## src/rtl/sobel_pkg.sv

```systemverilog
// sobel_pkg: shared constants for the Sobel front-end window sequencer.
package sobel_pkg;
  localparam logic [1:0] S_IDLE  = 2'd0;
  localparam logic [1:0] S_RUN   = 2'd1;
  localparam logic [1:0] S_FLUSH = 2'd2;
  localparam logic [1:0] S_DONE  = 2'd3;
  localparam int IMG_W_DEF  = 8;
  localparam int IMG_H_DEF  = 5;
  localparam int ADDR_W_DEF = 16;
  localparam int PIX_W      = 8;
endpackage

```

## src/rtl/sobel_ctrl_delay.sv

```systemverilog
// sobel_ctrl_delay: fixed-depth shift register that ages control strobes alongside the pixel path.
module sobel_ctrl_delay #(
  parameter int W     = 2,
  parameter int DEPTH = 2
) (
  input  logic         clk,
  input  logic         rst_n,
  input  logic [W-1:0] d_i,
  output logic [W-1:0] q_o
);
  logic [W-1:0] sr_q [DEPTH];
  always_ff @(posedge clk or negedge rst_n)
    if (!rst_n) for (int i = 0; i < DEPTH; i++) sr_q[i] <= '0;
    else begin
      sr_q[0] <= d_i;
      for (int i = 1; i < DEPTH; i++) sr_q[i] <= sr_q[i-1];
    end
  assign q_o = sr_q[DEPTH-1];
endmodule

```

## src/rtl/sobel_window_ctrl.sv

```systemverilog
// sobel_window_ctrl: frame sequencer issuing three-row read addresses and tagging in-row 3x3 windows.
// Optional per-frame window counter output enabled by SOBEL_WINDOW_CTRL_PERF_EN.
module sobel_window_ctrl
  import sobel_pkg::*;
#(
  parameter int IMG_W   = IMG_W_DEF,
  parameter int IMG_H   = IMG_H_DEF,
  parameter int ADDR_W  = ADDR_W_DEF,
  parameter int MOD_LAT = 1
) (
  input  logic              clk,
  input  logic              rst,
  input  logic              start_i,
  input  logic              stall_i,
  output logic              rd_en_o,
  output logic [ADDR_W-1:0] addr0_o,
  output logic [ADDR_W-1:0] addr1_o,
  output logic [ADDR_W-1:0] addr2_o,
  output logic              mod_done_o,
  output logic              win_valid_o,
  output logic              busy_o,
  output logic              done_o
`ifdef SOBEL_WINDOW_CTRL_PERF_EN
  ,
  output logic [15:0]       win_cnt_o
`endif
);
  localparam int NRD = (IMG_H - 2) * IMG_W;
  localparam int CW  = $clog2(IMG_W);
  localparam int FW  = $clog2(MOD_LAT + 2);
  logic [1:0]        state_q, state_d;
  logic [ADDR_W-1:0] a0_q, a0_d, a1_q, a1_d, a2_q, a2_d;
  logic [CW-1:0]     col_q, col_d;
  logic [FW-1:0]     fcnt_q, fcnt_d;
  logic              go, issue, last, adv;
  logic [1:0]        tag_dly;
  assign go    = state_q == S_IDLE && start_i;
  assign issue = state_q == S_RUN && !stall_i;
  assign last  = a0_q == ADDR_W'(NRD - 1);
  // the final read leaves the addresses parked on their last value
  assign adv   = issue && !last;
  always_comb begin
    state_d = go ? S_RUN
            : (issue && last) ? S_FLUSH
            : (state_q == S_FLUSH && fcnt_q == FW'(MOD_LAT)) ? S_DONE
            : state_q == S_DONE ? S_IDLE : state_q;
    a0_d    = go ? '0 : adv ? a0_q + ADDR_W'(1) : a0_q;
    a1_d    = go ? ADDR_W'(IMG_W) : adv ? a1_q + ADDR_W'(1) : a1_q;
    a2_d    = go ? ADDR_W'(2 * IMG_W) : adv ? a2_q + ADDR_W'(1) : a2_q;
    col_d   = go ? '0 : !issue ? col_q : col_q == CW'(IMG_W - 1) ? '0 : col_q + CW'(1);
    fcnt_d  = state_q == S_FLUSH ? fcnt_q + FW'(1) : '0;
  end
  always_ff @(posedge clk or negedge rst)
    if (!rst) begin
      state_q <= S_IDLE;
      a0_q    <= '0;
      a1_q    <= '0;
      a2_q    <= '0;
      col_q   <= '0;
      fcnt_q  <= '0;
    end else begin
      state_q <= state_d;
      a0_q    <= a0_d;
      a1_q    <= a1_d;
      a2_q    <= a2_d;
      col_q   <= col_d;
      fcnt_q  <= fcnt_d;
    end
  assign rd_en_o = issue;
  assign addr0_o = a0_q;
  assign addr1_o = a1_q;
  assign addr2_o = a2_q;
  assign busy_o  = state_q == S_RUN || state_q == S_FLUSH;
  assign done_o  = state_q == S_DONE;
  sobel_ctrl_delay #(.W(1), .DEPTH(1)) u_mod_done (
    .clk  (clk),
    .rst_n(rst),
    .d_i  (issue),
    .q_o  (mod_done_o)
  );
  // a column whose left two neighbours are in the same row completes a window
  sobel_ctrl_delay #(.W(2), .DEPTH(1 + MOD_LAT)) u_win (
    .clk  (clk),
    .rst_n(rst),
    .d_i  ({issue, col_q >= CW'(2)}),
    .q_o  (tag_dly)
  );
  assign win_valid_o = &tag_dly;
`ifdef SOBEL_WINDOW_CTRL_PERF_EN
  logic [15:0] win_cnt_q, win_cnt_d;
  always_comb
    win_cnt_d = go ? '0 : (win_valid_o && win_cnt_q != 16'hFFFF) ? win_cnt_q + 16'd1 : win_cnt_q;
  always_ff @(posedge clk or negedge rst)
    if (!rst) win_cnt_q <= '0;
    else win_cnt_q <= win_cnt_d;
  assign win_cnt_o = win_cnt_q;
`endif
endmodule

```

## config.mk

```make
export PLATFORM = sky130hd
export DESIGN_NAME = sobel_window_ctrl
export DESIGN_NICKNAME = d
export VERILOG_FILES = /design/src/rtl/sobel_pkg.sv /design/src/rtl/sobel_ctrl_delay.sv /design/src/rtl/sobel_window_ctrl.sv
export SDC_FILE = /design/constraint.sdc
export NUM_CORES = 1
export LEC_CHECK = 0
export ABC_CLOCK_PERIOD_IN_PS = 6700
export BUFFER_PORTS_ARGS = -buffer_cell sky130_fd_sc_hd__buf_2
export CORE_MARGIN = 2
export CORE_UTILIZATION = 60
export CTS_BUF_LIST = sky130_fd_sc_hd__clkbuf_4 sky130_fd_sc_hd__clkbuf_8 sky130_fd_sc_hd__clkbuf_16
export DETAILED_ROUTE_END_ITERATION = 10
export GPL_TIMING_DRIVEN = 0
export PLACE_DENSITY = 0.87
export SYNTH_ARGS = -nofsm -noshare
export SYNTH_HDL_FRONTEND = slang
export SYNTH_SLANG_ARGS = --single-unit
```

## constraint.sdc

```tcl
create_clock -name clk -period 6.7 [get_ports clk]
set_clock_uncertainty 0.05 [all_clocks]
set_input_delay 0.67 -clock clk [delete_from_list [all_inputs] [get_ports clk]]
set_output_delay 0.67 -clock clk [all_outputs]
set_load 0.005 [all_outputs]
```

==> reports/metrics.csv <==
metric;value;unit
ctsHtreeMaxLevel;3;
vias;3257;
synth_nets;361;
worst_pin_slew;748.5;ps
r2r_slack;4210;ps
postCtsSetupBuffers;0;
fp.coreArea;5172;um^2
tritoncts;done;
rsz0062_at_grt;no;
drt_iter0_drc;419;
pin_count;57;
timing.fmax;0.3068;GHz
drc;0;
cp.arrival;2540;ps
start_util;62.82;%
die_w;77.59;um
antenna_left;0;
p_per_area;310.1;nW/um^2
grtUsageTotal;31.37;%
avgSynthCellArea;9.391;um^2
yosysUniqueCellTypes;38;
clock_latency;350;ps
tns;0;ps
crit_required;5980;ps
maxCapViolCount;0;
multi_input_area;1629;um^2
holdPathEnd;u_win.q_o[0]$_DFF_PN0_;
hold_buffers;0;
die_area;6020;um^2
netlist_instances;346;
fillers;370;
final_cell_mix;62 x buf_2, 59 x dfrtp_1, 32 x nand2_1, 31 x a21oi_1, 24 x or4_1;
path_class;flip-flop to output pin;
clock-sinks;59;
hpwl;6093;um
cts_resized;0;
clk_pin_slew;70;ps
grt_pass1_vias;3048;
synthFlopType;dfrtp_1;
min_from;u_win.sr_q[2]$_DFF_PN0_;
whs_path_depth;0;
io_buffers;56;
leakagePower;1.770;nW
status;completed;
finalSetupViolCount;0;
diodes;0;
grt_max_degree;60;
synth-seq-cells;59;
critPathBufInv;5;
grt_pass1_wl;14760;um
irDropWorstVdd;0.0001675;V
rows;26;
slew_violations;0;
hold_viol;0;
min_path_type;flip-flop to flip-flop;
gr-total-overflow;0;
crit_chain;inv_1, ha_1, nand2b_4, inv_1, clkbuf_1, clkbuf_1, buf_2;
cts_max_path_buffers;2;
critPathSlowestCell;clkbuf_1;
yosysWarnings;0;
fin_crit;3259;ps
die_h;77.59;um
wl_per_cell;18.49;um
post_route_cells_drive_above_1_share;20.10;%
antenna_found_initial;0;
clk_root_buffer_cell;clkbuf_8;
crit_path_end_kind;output pin;
numCtsBuffers;9;
firstDrtPassIters;5;
ys_seq_area_share;45.44;%
area_delta_synth_final;17.94;%
worstReg2RegStart;addr0_o[0]$_DFFE_PN0P_;
place.gp.congestion;0.8902;
power;1.189;mW
regArea;1476;um^2
cp_slowest_stage_delay;520;ps
syn_area;3249;um^2
cpLargestDelayFamily;buffers and inverters;
slew_headroom;50.10;%
layout_commonest_cell;buf_2;
routed_wirelength;9025;um
fin_nets;428;
r2r-end;addr0_o[7]$_DFFE_PN0P_;
synth_edf_count;0;
timing.final.crit_share;48.65;%
crit_fanout;11;
cp-start-kind;flip-flop;
viasPerCell;6.674;
async_reset_ff_share;100.0;%
ff2ff_path_depth;6;
Yosys cell counts (2+ instances only):
cell type,count,area [um^2]
o211ai_1,3,22.52
nand3_1,17,85.08
o31a_1,2,17.52
nor3_1,2,10.01
or3_2,2,15.01
nor4_1,11,68.82
o31ai_1,20,150.1
a22oi_1,2,15.01
or4_1,24,180.2
nor4b_1,2,17.52
buf_2,7,35.03
nand4_1,16,100.1
mux2i_1,7,70.07
a21oi_1,31,155.2
o21ai_0,9,45.04
a41o_1,4,40.04
ha_1,11,137.6
nand2_1,32,120.1
nand2b_1,8,50.05
inv_1,10,37.54
clkbuf_1,18,67.56
a31oi_1,4,25.02
or3_1,5,31.28
and2_1,3,18.77
nor2_1,10,37.54
o21a_1,2,15.01
and3_1,4,25.02
and4_1,7,61.31
nor2b_1,2,12.51
dfrtp_1,59,1476
o41ai_1,3,26.28
o311ai_0,3,26.28
through the flow:
stage                     hold WS (ps)  util [%]  instances  cell area [um^2]  worst slack, ps
final                            305.7     74.09        488              3832             3441
after global routing             315.5     74.09        488              3832             3341
after CTS                        301.8     74.04        488              3830             3512
after detailed placement         289.6     69.93        472              3617             3743
after global placement           283.6     69.93        472              3617             3760
after floorplan                  281.2         -        346              3249             4478
power breakdown:
| group | switching [mW] | internal (mW) | total, mW |
|---|---|---|---|
| clock | 0.144 | 0.201 | 0.344 |
| combinational | 0.219 | 0.132 | 0.351 |
| sequential | 0.0741 | 0.419 | 0.493 |
worst max path at each step:
| stage | slack, ps | depth (start not counted) | start | end |
|---|---|---|---|---|
| floorplan | 4480 | 4 | stall_i | rd_en_o |
| global placement | 3760 | 6 | stall_i | rd_en_o |
| detailed placement | 3740 | 6 | stall_i | rd_en_o |
| CTS | 3510 | 7 | state_q[1]$_DFFE_PN0P_ | rd_en_o |
| global route | 3340 | 7 | state_q[1]$_DFFE_PN0P_ | rd_en_o |
| finish | 3440 | 7 | state_q[1]$_DFFE_PN0P_ | rd_en_o |
routing by layer:
metal  wire length [um]  GRT usage [%]
met5                  0              0
met4                266          14.46
met3                826          8.605
met2               4308          50.69
met1               3624          39.14
sequential cells by signal, summed over array words and instances (netlist names):
| signal | flops |
|---|---|
| addr0_o | 16 |
| addr1_o | 16 |
| addr2_o | 16 |
| col_q | 3 |
| fcnt_q | 2 |
| state_q | 2 |
| u_mod_done.q_o | 1 |
| u_win.q_o | 2 |
| u_win.sr_q | 1 |
layout make-up:
cell class                      instances  share of cell area (%)
Multi-Input combinational cell        251                   42.51
Buffer                                 26                   2.775
Inverter                               10                  0.9794
Clock buffer                           12                   4.309
Tap cell                               70                   2.285
Clock inverter                          4                   1.241
Timing Repair Buffer                   56                   7.378
Sequential cell                        59                   38.52
kinds of logic (layout without fill, tap and decap cells):
logic type | count (synthesis) | in the layout | synth area share (%)
compound gates | 83 | 83 | 16.56
fa+ha+maj | 11 | 11 | 4.236
buf+inv | 36 | 108 | 4.428
flops | 59 | 59 | 45.44
mux | 7 | 7 | 2.156
simple gates | 150 | 150 | 27.19
No activity file was read; power rests on OpenSTA's default activity.
